## src/rtl/mem_dump_streamer.sv

```systemverilog
// mem_dump_streamer
//   Walks a word-aligned region of the unified instruction/data memory through
//   the LSU data port with LW-type reads. Each 32-bit word is streamed out on a
//   valid/ready interface to a UART/trace sink. The port must only be driven
//   while the core is held idle.
//
// Build option:
//   DUMP_CHECKSUM_EN - when defined, a 32-bit checksum word (sum of all data
//                      words, modulo 2^32) follows the data and carries
//                      io_out_last. When undefined, io_out_last is on the final
//                      data word.
//
// Parameters:
//   RD_LAT            memory read latency, address to io_mem_lsuData (0..3)
//
// Ports:
//   clock, reset      system clock, synchronous active-high reset
//   io_start          one-cycle dump request (ignored unless idle)
//   io_baseAddr       first byte address (low two bits ignored)
//   io_wordCount      number of data words to dump
//   io_mem_*          memory data port (read-only use: LW, no writes)
//   io_mem_lsuData    read data returned by memory
//   io_out_valid/ready/bits/last   output word stream
//   io_busy           dump in progress
//   io_done           one-cycle completion pulse
module mem_dump_streamer #(
   parameter int unsigned RD_LAT = 0
) (
   input  logic        clock,
   input  logic        reset,
   input  logic        io_start,
   input  logic [63:0] io_baseAddr,
   input  logic [31:0] io_wordCount,
   output logic [63:0] io_mem_dataAddr,
   output logic        io_mem_writeEn,
   output logic [31:0] io_mem_writeData,
   output logic [2:0]  io_mem_func3,
   input  logic [31:0] io_mem_lsuData,
   output logic        io_out_valid,
   input  logic        io_out_ready,
   output logic [31:0] io_out_bits,
   output logic        io_out_last,
   output logic        io_busy,
   output logic        io_done
);

   localparam logic [2:0] S_IDLE = 3'd0;
   localparam logic [2:0] S_REQ  = 3'd1;
   localparam logic [2:0] S_HOLD = 3'd2;
`ifdef DUMP_CHECKSUM_EN
   localparam logic [2:0] S_CSUM = 3'd3;
`endif
   localparam logic [2:0] S_DONE = 3'd4;

   localparam logic [1:0] LAT_MAX = 2'(RD_LAT);

   logic [2:0]  state;
   logic [31:0] remaining;
   logic [1:0]  lat_cnt;
`ifdef DUMP_CHECKSUM_EN
   logic [31:0] csum;
`endif

   assign io_mem_writeEn   = 1'b0;
   assign io_mem_writeData = '0;
   assign io_mem_func3     = 3'b010;
   assign io_busy          = (state != S_IDLE);

   // io_mem_dataAddr doubles as the walking address register: it is only
   // loaded on entry to REQ, so it holds its last value everywhere else.
   always_ff @(posedge clock) begin
      if (reset) begin
         state           <= S_IDLE;
         remaining       <= '0;
         lat_cnt         <= '0;
         io_mem_dataAddr <= '0;
         io_out_valid    <= 1'b0;
         io_out_bits     <= '0;
         io_out_last     <= 1'b0;
         io_done         <= 1'b0;
`ifdef DUMP_CHECKSUM_EN
         csum            <= '0;
`endif
      end else begin
         case (state)
            S_IDLE: begin
               if (io_start) begin
                  remaining <= io_wordCount;
                  lat_cnt   <= '0;
`ifdef DUMP_CHECKSUM_EN
                  csum      <= '0;
`endif
                  if (io_wordCount == 32'd0) begin
                     state <= S_DONE;
                  end else begin
                     io_mem_dataAddr <= io_baseAddr & ~64'd3;
                     state           <= S_REQ;
                  end
               end
            end
            S_REQ: begin
               if (lat_cnt == LAT_MAX) begin
                  io_out_bits  <= io_mem_lsuData;
                  io_out_valid <= 1'b1;
`ifdef DUMP_CHECKSUM_EN
                  io_out_last  <= 1'b0;
                  csum         <= csum + io_mem_lsuData;
`else
                  io_out_last  <= (remaining == 32'd1);
`endif
                  state        <= S_HOLD;
               end else begin
                  lat_cnt <= lat_cnt + 2'd1;
               end
            end
            S_HOLD: begin
               if (io_out_ready) begin
                  io_out_valid <= 1'b0;
                  io_out_last  <= 1'b0;
                  if (remaining > 32'd1) begin
                     remaining       <= remaining - 32'd1;
                     io_mem_dataAddr <= io_mem_dataAddr + 64'd4;
                     lat_cnt         <= '0;
                     state           <= S_REQ;
                  end else begin
`ifdef DUMP_CHECKSUM_EN
                     io_out_bits  <= csum;
                     io_out_valid <= 1'b1;
                     io_out_last  <= 1'b1;
                     state        <= S_CSUM;
`else
                     io_done <= 1'b1;
                     state   <= S_DONE;
`endif
                  end
               end
            end
`ifdef DUMP_CHECKSUM_EN
            S_CSUM: begin
               if (io_out_ready) begin
                  io_out_valid <= 1'b0;
                  io_out_last  <= 1'b0;
                  io_done      <= 1'b1;
                  state        <= S_DONE;
               end
            end
`endif
            S_DONE: begin
               // Entry from a handshake arrives with io_done already set.
               // The zero-count path arrives with it clear and spends one
               // extra cycle here to raise it.
               if (io_done) begin
                  io_done <= 1'b0;
                  state   <= S_IDLE;
               end else begin
                  io_done <= 1'b1;
               end
            end
            default: state <= S_IDLE;
         endcase
      end
   end

endmodule

```

## config.mk

```make
export PLATFORM = sky130hd
export DESIGN_NAME = mem_dump_streamer
export DESIGN_NICKNAME = d
export VERILOG_FILES = /design/src/rtl/mem_dump_streamer.sv
export SDC_FILE = /design/constraint.sdc
export NUM_CORES = 1
export LEC_CHECK = 0
export ABC_AREA = 1
export CAP_MARGIN = 20
export CORE_UTILIZATION = 40
export DETAILED_ROUTE_END_ITERATION = 7
export GPL_ROUTABILITY_DRIVEN = 1
export GPL_TIMING_DRIVEN = 0
export PLACE_DENSITY_LB_ADDON = 0.1
export SLEW_MARGIN = 5
export SYNTH_ARGS = -nofsm -noshare
export SYNTH_HDL_FRONTEND = slang
export SYNTH_SLANG_ARGS = --single-unit
```

## constraint.sdc

```tcl
create_clock -name clock -period 2.6 [get_ports clock]
set_clock_uncertainty 0.1 [all_clocks]
set_input_delay 0.65 -clock clock [delete_from_list [all_inputs] [get_ports clock]]
set_output_delay 0.65 -clock clock [all_outputs]
set_load 0.01 [all_outputs]
```

==> flow_summary_export.csv <==
group,metric,value,unit
clocking,cts_buffers,17,
clocking,htreeDepth,4,
clocking,root_buffer,"clkbuf_16",
detailed_routing,dr.pass1.iters,8,
placement,place_congestion,1.10,
clocking,insertion_delay,0.45,ns
global_routing,antenna_found_initial,0,
synth,syn-cell-area,9640,µm²
critical_path,r2r_start,"io_mem_dataAddr[2]$_SDFFE_PP0P_",
clocking,cts_setup_buffers,0,
critical_path,reg2regPathDepth,12,
clocking,cts.sinks,134,
detailed_routing,routed_via_density,4.87,
global_routing,grt-ovfl-total,0,
critical_path,crit_slowest_cell,"clkdlybuf4s50_1",
clocking,path_clk_slew,0.08,ns
timing,fin_crit_sh,0.971,
global_routing,use_met1,0.356,
synth,synth_area_leader_cell,"dfxtp_1",
critical_path,critPathKind,"input port to register",
placement,io_buffers,226,
synth,synth-edff-count,0,
finish,area_delta_synth_final,35.4,%
critical_path,crit_top_cell,"nor2_1",
synth,synth_top_area_frac,0.278,
detailed_routing,wl_per_cell,15.6,µm
power_and_ir_drop,p_leak,5.66,nW
finish,final_util,0.554,
clocking,cts_buffer_depth,2,
detailed_routing,drtAntennaViolNets,0,
critical_path,arrival,2.76,ns
critical_path,path_cells,"clkdlybuf4s50_1 -> nor2_1 -> nand3_1 -> nor2_1 -> nand2_1 -> nor2_1 -> nand2_2 -> nand3_4 -> buf_8 -> buf_6 -> nand2_1 -> nand2_1 -> nor2_1",
global_routing,grt_usage,0.301,
detailed_routing,wirelength,36800,µm
floorplan,start_util,0.409,
critical_path,r2r_setup_slack,0.10,ns
finish,diodes,0,
timing,maxSlewHeadroom,0.475,
floorplan,dieHeight,157,µm
status,status,"complete, no violations",
placement,dp_hpwl,29300,µm
floorplan,ios,268,
critical_path,start_kind,"input port",
synth,post-synth-top-count-cell,"nand2_1",
timing,fin_crit,2.52,ns
timing,rsz0062_at_grt,"false",
synth,ys_ff_latch,134,
detailed_routing,post-route-drc-count,0,
timing,hold_viol,0,
job,maxCapViolCount,0,
global_routing,grtUsageMet3,0.0564,
synth,synth.avg_cell_area,5.49,µm²
floorplan,dieArea,24700,µm²
power_and_ir_drop,power.density,772,nW/µm²
min_path,hold_path.class,"register to register",
finish,num-nets-final,2171,
global_routing,grt_busiest_layer,"met2",
detailed_routing,drtIter0Drc,765,
synth,syn_inst,1754,
critical_path,r2r_end,"io_mem_dataAddr[36]$_SDFFE_PP0P_",
timing,fin_tns_setup,0,ns
timing,timing.fmax,396,MHz
synth,ys_seq_area_frac,0.278,
clocking,tritoncts,"built",
detailed_routing,num_vias,11500,
timing,finalSetupViolCount,0,
power_and_ir_drop,peakVddDrop,431,µV
synth,ys_async_sr_fraction,0,
timing,final_max_slew_viol_count,0,
global_routing,grt_max_degree,18,
floorplan,core,23500,µm²
global_routing,met2_usage,0.515,
synth,synth_common_cells,"nand2_1 (696), nor2_1 (371), dfxtp_1 (134), inv_1 (134), nand3_1 (76)",
global_routing,grt_pass1_vias,10600,
floorplan,rows,56,
floorplan,die_w,157,µm
critical_path,required,2.84,ns
critical_path,cp_slowest_stage_delay,0.42,ns
global_routing,grt_pass1_wl,56200,µm
critical_path,path_max_fanout,10,
finish,layout-drive-gt1-share,0.0615,
critical_path,crit_path_end_kind,"register",
min_path,hold_depth,2,
timing,worstMarginPinSlew,0.788,ns
synth,ys.flop_type,"dfxtp_1",
min_path,hold_path_end,"io_out_bits[30]$_SDFFE_PP0P_",
synth,ys_top_cells_by_area,"dfxtp_1 (28%), nand2_1 (27%), nor2_1 (14%)",
synth,yosysWarnings,0,
min_path,worstHoldStart,"io_out_bits[30]$_SDFFE_PP0P_",
synth,synth_cell_types,39,
[timing repair]
item	CTS	global route
endpoints found under the hold margin	0	0
endpoints found under the setup margin	0	15
gates resized for setup	0	1
hold buffers	0	0
[sequential cells by signal (all words and copies together), names as in the netlist]
signal and flops:
state 3, remaining 32, io_mem_dataAddr 62, io_out_bits 32, io_out_last 1, io_done 1, io_out_valid 1, lat_cnt 2
[worst max-delay path: cells and delay by family]
kind | cells | cell delay, ns
buffers and inverters | 3 | 0.79
AND/OR/NAND/NOR | 10 | 1.31
[per-stage QoR]
stage | hold slack [ns] | area, µm² | total power, mW | setup slack, ns | std cells
CTS | 0.365 | 13000 | 10.1 | 0.0789 | 2367
floorplan | 0.355 | 9770 | 5.75 | 0.718 | 1790
global route | 0.381 | 13000 | 10.8 | 0.0145 | 2367
detailed placement | 0.355 | 12400 | 7.56 | -0.373 | 2335
finish | 0.366 | 13000 | 10.1 | 0.0759 | 2367
global placement | 0.350 | 12400 | 7.53 | -0.362 | 2335
[cells by family (layout without fill, tap and decap cells)]
group	count (synthesis)	after routing	synth area share
AOI/OAI and AO/OA	144	144	0.0765
xor gates and xnor gates	21	21	0.0191
adders and majority gates	4	4	0.00519
buffers and inverters	241	499	0.120
DFF	134	134	0.278
muxes	1	1	0.00104
other	2	38	0.000779
and+or+nand+nor	1207	1207	0.499
[layout make-up]
type                       instances  area, µm²
buffer                            99        621
inverter                         142        533
tap                              319        399
sequential                       134       2680
multi-input combinational       1415       5940
clock buffer                      17        425
timing repair buffer             226       2260
clock inverter                    15        184
fill                            2506      10500
[worst max-delay path by stage]
stage	cells after the start	slack, ns	endpoint	startpoint
after floorplan	12	0.72	io_mem_dataAddr[57]$_SDFFE_PP0P_	io_wordCount[31]
after global placement	13	-0.36	io_mem_dataAddr[62]$_SDFFE_PP0P_	io_wordCount[0]
after detailed placement	13	-0.37	io_mem_dataAddr[60]$_SDFFE_PP0P_	io_wordCount[0]
after CTS	13	0.08	io_mem_dataAddr[57]$_SDFFE_PP0P_	io_wordCount[0]
after global routing	9	0.01	io_mem_dataAddr[5]$_SDFFE_PP0P_	state[0]$_SDFFE_PP0P_
final	13	0.08	io_mem_dataAddr[57]$_SDFFE_PP0P_	io_wordCount[0]
[layer usage]
| layer | share of wire | vias up |
|---|---|---|
| met3 | 0.068 | 85 |
| met4 | 0.047 | 0 |
| met2 | 0.47 | 421 |
| met1 | 0.42 | 5122 |
| li1 | - | 5901 |
| met5 | 0 | - |
[where the power goes]
group | switching (mW) | internal [mW]
sequential | 0.595 | 2.52
clock | 1.21 | 1.30
combinational | 2.62 | 1.84
[cells in the final DEF (no fill, tap or decap), types with 4 or more instances in the layout]
master / netlist / routed
o21ai_0: 64 / 64
buf_2: 10 / 10
inv_1: 134 / 134
clkinv_8: 0 / 6
xor2_1: 18 / 18
conb_1: 2 / 38
buf_1: 12 / 12
inv_2: 7 / 7
clkdlybuf4s50_1: 0 / 226
buf_6: 11 / 11
inv_8: 0 / 4
clkbuf_1: 27 / 27
nor2_2: 15 / 15
dfxtp_1: 134 / 134
nand3_1: 76 / 76
nand2_1: 696 / 695
a21oi_1: 72 / 72
nor2_1: 371 / 371
clkbuf_16: 0 / 17
buf_4: 38 / 38
ha_1: 4 / 4
nand2_2: 4 / 5
nand4_1: 31 / 31
(Power assumes the default switching activity.)
